## src/rtl/mem_map_ctrl.sv

```systemverilog
// System-bus memory-map controller: base/mask region decode, one-hot slave select held
// through a request/ack handshake, ack timeout watchdog and a sticky first-fault register.
module mem_map_ctrl #(
   parameter int unsigned ADDR_W      = 32,
   parameter int unsigned NUM_REGIONS = 4,
   parameter logic [NUM_REGIONS*ADDR_W-1:0] REGION_BASE =
      {32'hFFFF_F800, 32'hFFFF_F000, 32'h1000_0000, 32'h0000_0000},
   parameter logic [NUM_REGIONS*ADDR_W-1:0] REGION_MASK =
      {32'hFFFF_F800, 32'hFFFF_F800, 32'hFFFF_0000, 32'hFFFF_0000},
   parameter int unsigned TIMEOUT_CYC = 16
) (
   input  logic                   sys_clk,
   input  logic                   sys_rst,
   input  logic                   sys_req,
   input  logic [ADDR_W-1:0]      sys_address,
   output logic                   sys_ready,
   output logic [NUM_REGIONS-1:0] en_mem,
   input  logic [NUM_REGIONS-1:0] slv_ack,
   output logic                   rsp_valid,
   output logic                   rsp_err,
   output logic                   fault_valid,
   output logic [ADDR_W-1:0]      fault_addr,
   output logic [1:0]             fault_code,
   output logic                   fault_ovf,
   input  logic                   fault_clr
);

   localparam int unsigned CNT_W = (TIMEOUT_CYC > 2) ? $clog2(TIMEOUT_CYC) : 1;
   localparam logic [1:0]  CODE_UNMAPPED = 2'b01;
   localparam logic [1:0]  CODE_TIMEOUT  = 2'b10;

   typedef enum logic [1:0] {ST_IDLE, ST_ACCESS, ST_RESP} state_t;

   state_t                 state_q, state_d;
   logic [CNT_W-1:0]       cnt_q, cnt_d;
   logic [ADDR_W-1:0]      addr_q, addr_d;
   logic [NUM_REGIONS-1:0] hit_vec;
   logic                   any_hit, ack_sel, timeout_hit;

   logic                   ready_d, rsp_valid_d, rsp_err_d;
   logic [NUM_REGIONS-1:0] en_mem_d;
   logic                   flt_new;
   logic [1:0]             flt_new_code;
   logic [ADDR_W-1:0]      flt_new_addr;
   logic                   fault_valid_d, fault_ovf_d;
   logic [1:0]             fault_code_d;
   logic [ADDR_W-1:0]      fault_addr_d;

   // Priority decode: walking downwards lets the lowest matching index win.
   always_comb begin
      hit_vec = '0;
      for (int i = NUM_REGIONS - 1; i >= 0; i--) begin
         if ((sys_address & REGION_MASK[i*ADDR_W +: ADDR_W]) == REGION_BASE[i*ADDR_W +: ADDR_W])
            hit_vec = NUM_REGIONS'(1) << i;
      end
   end

   assign any_hit     = |hit_vec;
   assign ack_sel     = |(slv_ack & en_mem);
   assign timeout_hit = (cnt_q == CNT_W'(TIMEOUT_CYC - 1));

   always_ff @(posedge sys_clk or posedge sys_rst) begin
      if (sys_rst) state_q <= ST_IDLE;
      else         state_q <= state_d;
   end

   always_comb begin
      state_d = state_q;
      case (state_q)
         ST_IDLE:   if (sys_req) state_d = any_hit ? ST_ACCESS : ST_RESP;
         ST_ACCESS: if (ack_sel || timeout_hit) state_d = ST_RESP;
         ST_RESP:   state_d = ST_IDLE;
         default:   state_d = ST_IDLE;
      endcase
   end

   // Next values for every registered output and the datapath.
   always_comb begin
      ready_d      = (state_d == ST_IDLE);
      rsp_valid_d  = (state_d == ST_RESP);
      rsp_err_d    = 1'b0;
      en_mem_d     = '0;
      cnt_d        = cnt_q;
      addr_d       = addr_q;
      flt_new      = 1'b0;
      flt_new_code = 2'b00;
      flt_new_addr = '0;
      case (state_q)
         ST_IDLE: begin
            if (sys_req) begin
               addr_d = sys_address;
               cnt_d  = '0;
               if (any_hit) begin
                  en_mem_d = hit_vec;
               end else begin
                  rsp_err_d    = 1'b1;
                  flt_new      = 1'b1;
                  flt_new_code = CODE_UNMAPPED;
                  flt_new_addr = sys_address;
               end
            end
         end
         ST_ACCESS: begin
            cnt_d = cnt_q + CNT_W'(1);
            if (!ack_sel) begin
               if (timeout_hit) begin
                  rsp_err_d    = 1'b1;
                  flt_new      = 1'b1;
                  flt_new_code = CODE_TIMEOUT;
                  flt_new_addr = addr_q;
               end else begin
                  en_mem_d = en_mem;
               end
            end
         end
         default: ;
      endcase

      fault_valid_d = fault_valid;
      fault_addr_d  = fault_addr;
      fault_code_d  = fault_code;
      fault_ovf_d   = fault_ovf;
      // A clear in the same cycle as a new fault makes room for that fault.
      if (flt_new) begin
         if (!fault_valid || fault_clr) begin
            fault_valid_d = 1'b1;
            fault_addr_d  = flt_new_addr;
            fault_code_d  = flt_new_code;
            fault_ovf_d   = 1'b0;
         end else begin
            fault_ovf_d = 1'b1;
         end
      end else if (fault_clr) begin
         fault_valid_d = 1'b0;
         fault_code_d  = 2'b00;
         fault_ovf_d   = 1'b0;
      end
   end

   always_ff @(posedge sys_clk or posedge sys_rst) begin
      if (sys_rst) begin
         sys_ready   <= 1'b1;
         en_mem      <= '0;
         rsp_valid   <= 1'b0;
         rsp_err     <= 1'b0;
         cnt_q       <= '0;
         addr_q      <= '0;
         fault_valid <= 1'b0;
         fault_addr  <= '0;
         fault_code  <= 2'b00;
         fault_ovf   <= 1'b0;
      end else begin
         sys_ready   <= ready_d;
         en_mem      <= en_mem_d;
         rsp_valid   <= rsp_valid_d;
         rsp_err     <= rsp_err_d;
         cnt_q       <= cnt_d;
         addr_q      <= addr_d;
         fault_valid <= fault_valid_d;
         fault_addr  <= fault_addr_d;
         fault_code  <= fault_code_d;
         fault_ovf   <= fault_ovf_d;
      end
   end

endmodule

```

## config.mk

```make
export PLATFORM = sky130hd
export DESIGN_NAME = mem_map_ctrl
export DESIGN_NICKNAME = d
export VERILOG_FILES = /design/src/rtl/mem_map_ctrl.sv
export SDC_FILE = /design/constraint.sdc
export NUM_CORES = 1
export LEC_CHECK = 0
export CORE_MARGIN = 3
export CORE_UTILIZATION = 47
export CTS_BUF_LIST = sky130_fd_sc_hd__clkbuf_8
export DETAILED_ROUTE_END_ITERATION = 8
export PLACE_DENSITY = 0.84
export SLEW_MARGIN = 40
export SYNTH_ARGS = -nofsm -noshare
export SYNTH_HDL_FRONTEND = slang
export SYNTH_SLANG_ARGS = --single-unit
```

## constraint.sdc

```tcl
create_clock -name sys_clk -period 8.04 [get_ports sys_clk]
set_clock_uncertainty 0.15 [all_clocks]
set_input_delay 1.608 -clock sys_clk [delete_from_list [all_inputs] [get_ports sys_clk]]
set_output_delay 1.608 -clock sys_clk [all_outputs]
set_load 0.01 [all_outputs]
```

==> key figures <==
Floorplan
  • # rows: 30
  • Starting density of the core: 50.0%
  • Die ar.: 0.00855 sq mm
  • Chip width: 92.4 um
  • I/O pin count: 83
  • Core Region: 0.00702 sq mm
  • Die height: 92.4 um

Clock network
  • Clk_lat worst skew: 0.34 ns
  • CTS tree: built
  • H-tree depth: 3
  • Buffer depth of the longest clock path: 2
  • Clock root cell: clkbuf_8
  • # hold bufs at CTS: 0
  • CTS clk-pin slew, worst paths: 0.08 ns
  • Clk sinks: 81
  • Cts repair resizes: 0
  • Post-CTS setup buffer count: 0
  • CTS Buf Count: 9

Drt
  • DR top layer: met4
  • Met3 routed WL: 508 um
  • Remaining DRCs: 0
  • Post-DRT Antenna Nets: 0
  • Final WL: 8.73 mm
  • DR pass1 iterations: 4
  • Vias per cell: 5.65
  • DR WL met2: 4.32 mm
  • DRT iter0 DRCs: 197
  • WL met1: 3.74 mm
  • Vias: 2,865
  • Average wire per standard cell: 17.2 um

Critical path
  • CP Capture Type: register
  • CP arrival: 4.00 ns
  • Worst reg-to-reg setup slack: 5.80 ns
  • Max incr delay on CP: 0.49 ns
  • Most used cell along the critical path: buf_8
  • End of the worst register-to-register path: fault_addr[9]
  • R2r startpoint: state_q[0]
  • Worst Setup Start Kind: input port
  • Worst path slowest cell: clkdlybuf4s50_1
  • CP Class: in2reg
  • Worst Reg2Reg Path Length in Cells: 5
  • Req. time, crit path: 8.13 ns
  • Critical path cell sequence: clkdlybuf4s50_1 > nor4_1 > and4_1 > a211oi_4 > o21ai_4 > buf_8 > buf_8 > mux2_2
  • Critical Path Fanout Max: 15

STA
  • Setup-failing EPs final: 0
  • Fin crit share: 48.6%
  • Pins Over Slew Limit: 0
  • Final Hold Viols: 0
  • Fmax: 0.256 GHz
  • Final period demand of the worst path: 3.91 ns
  • Slew Limit Headroom: 45.3%
  • Worst Tran Pin Value: 0.821 ns
  • Sum Neg Setup Slack: 0 ns
  • RSZ-0062 raised after global routing: false

Global routing
  • Pin count of the biggest net entering global routing: 82
  • Final global-route overflow total: 0
  • Total track usage: 21.8%
  • Vias in the first global route: 2,972
  • Initial antenna violation count: 0
  • First-pass GRT wire length: 14.8 mm

Synth
  • Post-synthesis mux area share: 4.99%
  • Sequential share of the synthesized area: 57.7%
  • Ys Warns: 0
  • Synth unique cells: 32
  • Syn Std Cell Area: 0.00351 sq mm
  • Syn Inst Count: 326
  • Xor/xnor share of the synthesized area: 0%
  • Seq cells post-synth: 81
  • Synth Area in Simple Gates: 16.1%
  • Dominant cells by area after synthesis: dfrtp_1, nand2_1, o2bb2ai_1
  • Top cell type by total area after synthesis: dfrtp_1
  • Yosys top cell area share: 57.0%
  • Syn avg cell area: 10.8 sq um
  • Complex-gate fraction of the synthesized area: 17.3%
  • Syn_nets: 367
  • Largest family of logic cells by synthesized area: compound AO/OA/AOI/OAI gates
  • Post-synthesis adder-cell area fraction: 0.356%

Worst hold path
  • WHS Endpoint: addr_q[9]
  • Min-delay src: addr_q[9]
  • Hold path cells: 2
  • Hold crit path type: reg2reg

Final layout
  • Final core utilization: 66.4%
  • Seq. cell area: 0.00203 sq mm
  • Ant. Diodes: 0
  • Nets: 447
  • Post-Layout Cell Count: 507
  • Number of fill cells: 540
  • Final Cell Area: 0.00466 sq mm
  • Multi-input logic area: 0.00137 sq mm
  • Layout cells sized above 1: 10.5%
  • Syn-to-layout area delta: 32.7%

Place
  • Post-DP HPWL: 5.92 mm
  • # placed instances: 491
  • DP Area: 0.00444 sq mm
  • I/O Buffers: 82
  • GPL Wtd Cong: 0.818

Power and ir drop
  • VDD IR max: 0.000116 V
  • P_leak: 2.09 nW
  • Power Density: 216 mW/mm^2
  • Pwr Total: 1.01 mW

Job
  • Max-cap violations: 0

Outcome
  • Status: complete, no violations
## registers in the layout (all words and copies together), names as in the netlist, 2 cells and up
register and flops:
addr_q 32, fault_addr 32, cnt_q 4, en_mem 4, fault_code 2, state_q 2
## metal layers
layer | track usage, % | vias up
met5 | 0 | -
met4 | 9.78 | 0
met3 | 4.71 | 15
met2 | 34.1 | 97
met1 | 29.2 | 1435
li1 | - | 1318
## how the worst max path moves through the flow
stage / start / to / slack, ns
6_report: sys_address[31] / fault_addr[7] / 4.13
3_3_place_gp: sys_address[31] / fault_addr[7] / 3.66
3_5_place_dp: sys_address[22] / fault_addr[7] / 3.81
2_1_floorplan: sys_rst / addr_q[0] / 4.20
4_1_cts: sys_address[31] / fault_addr[7] / 4.16
5_1_grt: sys_address[31] / fault_addr[7] / 4.02
## critical path, delay by kind of cell
kind | cells | cell delay [ns]
buf+inv | 3 | 0.87
compound gates | 2 | 0.45
mux | 1 | 0.34
simple gates | 2 | 0.72
## cells in the final DEF, fill, tap and decap left out, drive strengths merged
master	Yosys	layout
a211oi	1	1
a21o	2	2
a21oi	1	1
a22o	3	3
a22oi	22	22
a32o	15	15
and2	1	1
and4	1	1
buf	10	8
bufinv	0	2
clkbuf	11	10
clkdlybuf4s50	0	82
clkinv	0	2
clkinvlp	0	2
dfrtp	80	80
dfstp	1	1
ha	1	1
inv	4	4
mux2	12	12
mux2i	1	1
nand2	104	104
nand2b	3	3
nand3	3	3
nand4	6	6
nor2	7	7
nor2b	2	2
nor3	4	4
nor4	3	3
o21ai	7	7
o22ai	1	1
o2bb2ai	20	20
## per-stage QoR
stage	setup slack (ns)	hold WS, ns
floorplan	4.20	0.296
global route	4.02	0.355
global placement	3.66	0.307
CTS	4.16	0.335
detailed placement	3.81	0.315
finish	4.13	0.333
## where the power goes
part           internal [mW]  total (mW)  switching (mW)
Combinational          0.106       0.192          0.0863
Sequential             0.456       0.485          0.0287
Clock                  0.184       0.332           0.148
Total                  0.746        1.01           0.263
## layout make-up
cell class | count | share of cell area (%)
sequential | 81 | 43.5
multi-input combinational | 220 | 29.4
timing repair buffer | 90 | 19.3
clock buffer | 10 | 2.95
tap | 96 | 2.58
clock inverter | 6 | 1.91
inverter | 4 | 0.349
## synthesized netlist by cell type
master and instances:
and4_1 1, inv_1 4, dfrtp_1 80, mux2_2 4, nor2_1 7, o22ai_1 1
o2bb2ai_1 20, a22oi_1 22, nor3_2 2, buf_6 3, a22o_1 3, ha_1 1
a32o_1 15, mux2_4 8, a211oi_4 1, nand2_1 104, mux2i_1 1, clkbuf_1 11
buf_2 5, o21ai_4 1, nand4_1 6, dfstp_2 1, nor2b_1 2, o21ai_0 6
buf_1 2, nor4_1 3, nand3_1 3, nand2b_1 3, a21o_1 2, and2_1 1
a21oi_1 1, nor3_1 2
## cells by family (layout without fill, tap and decap cells)
| kind of cell | after synthesis | after routing |
|---|---|---|
| AO/OA/AOI/OAI | 72 | 72 |
| AND/OR/NAND/NOR | 134 | 134 |
| multiplexers | 13 | 13 |
| buffers and inverters | 25 | 110 |
| adder cells (fa/ha/maj) | 1 | 1 |
| flip-flops | 81 | 81 |
Note: power is estimated with default switching activity, not from simulation.
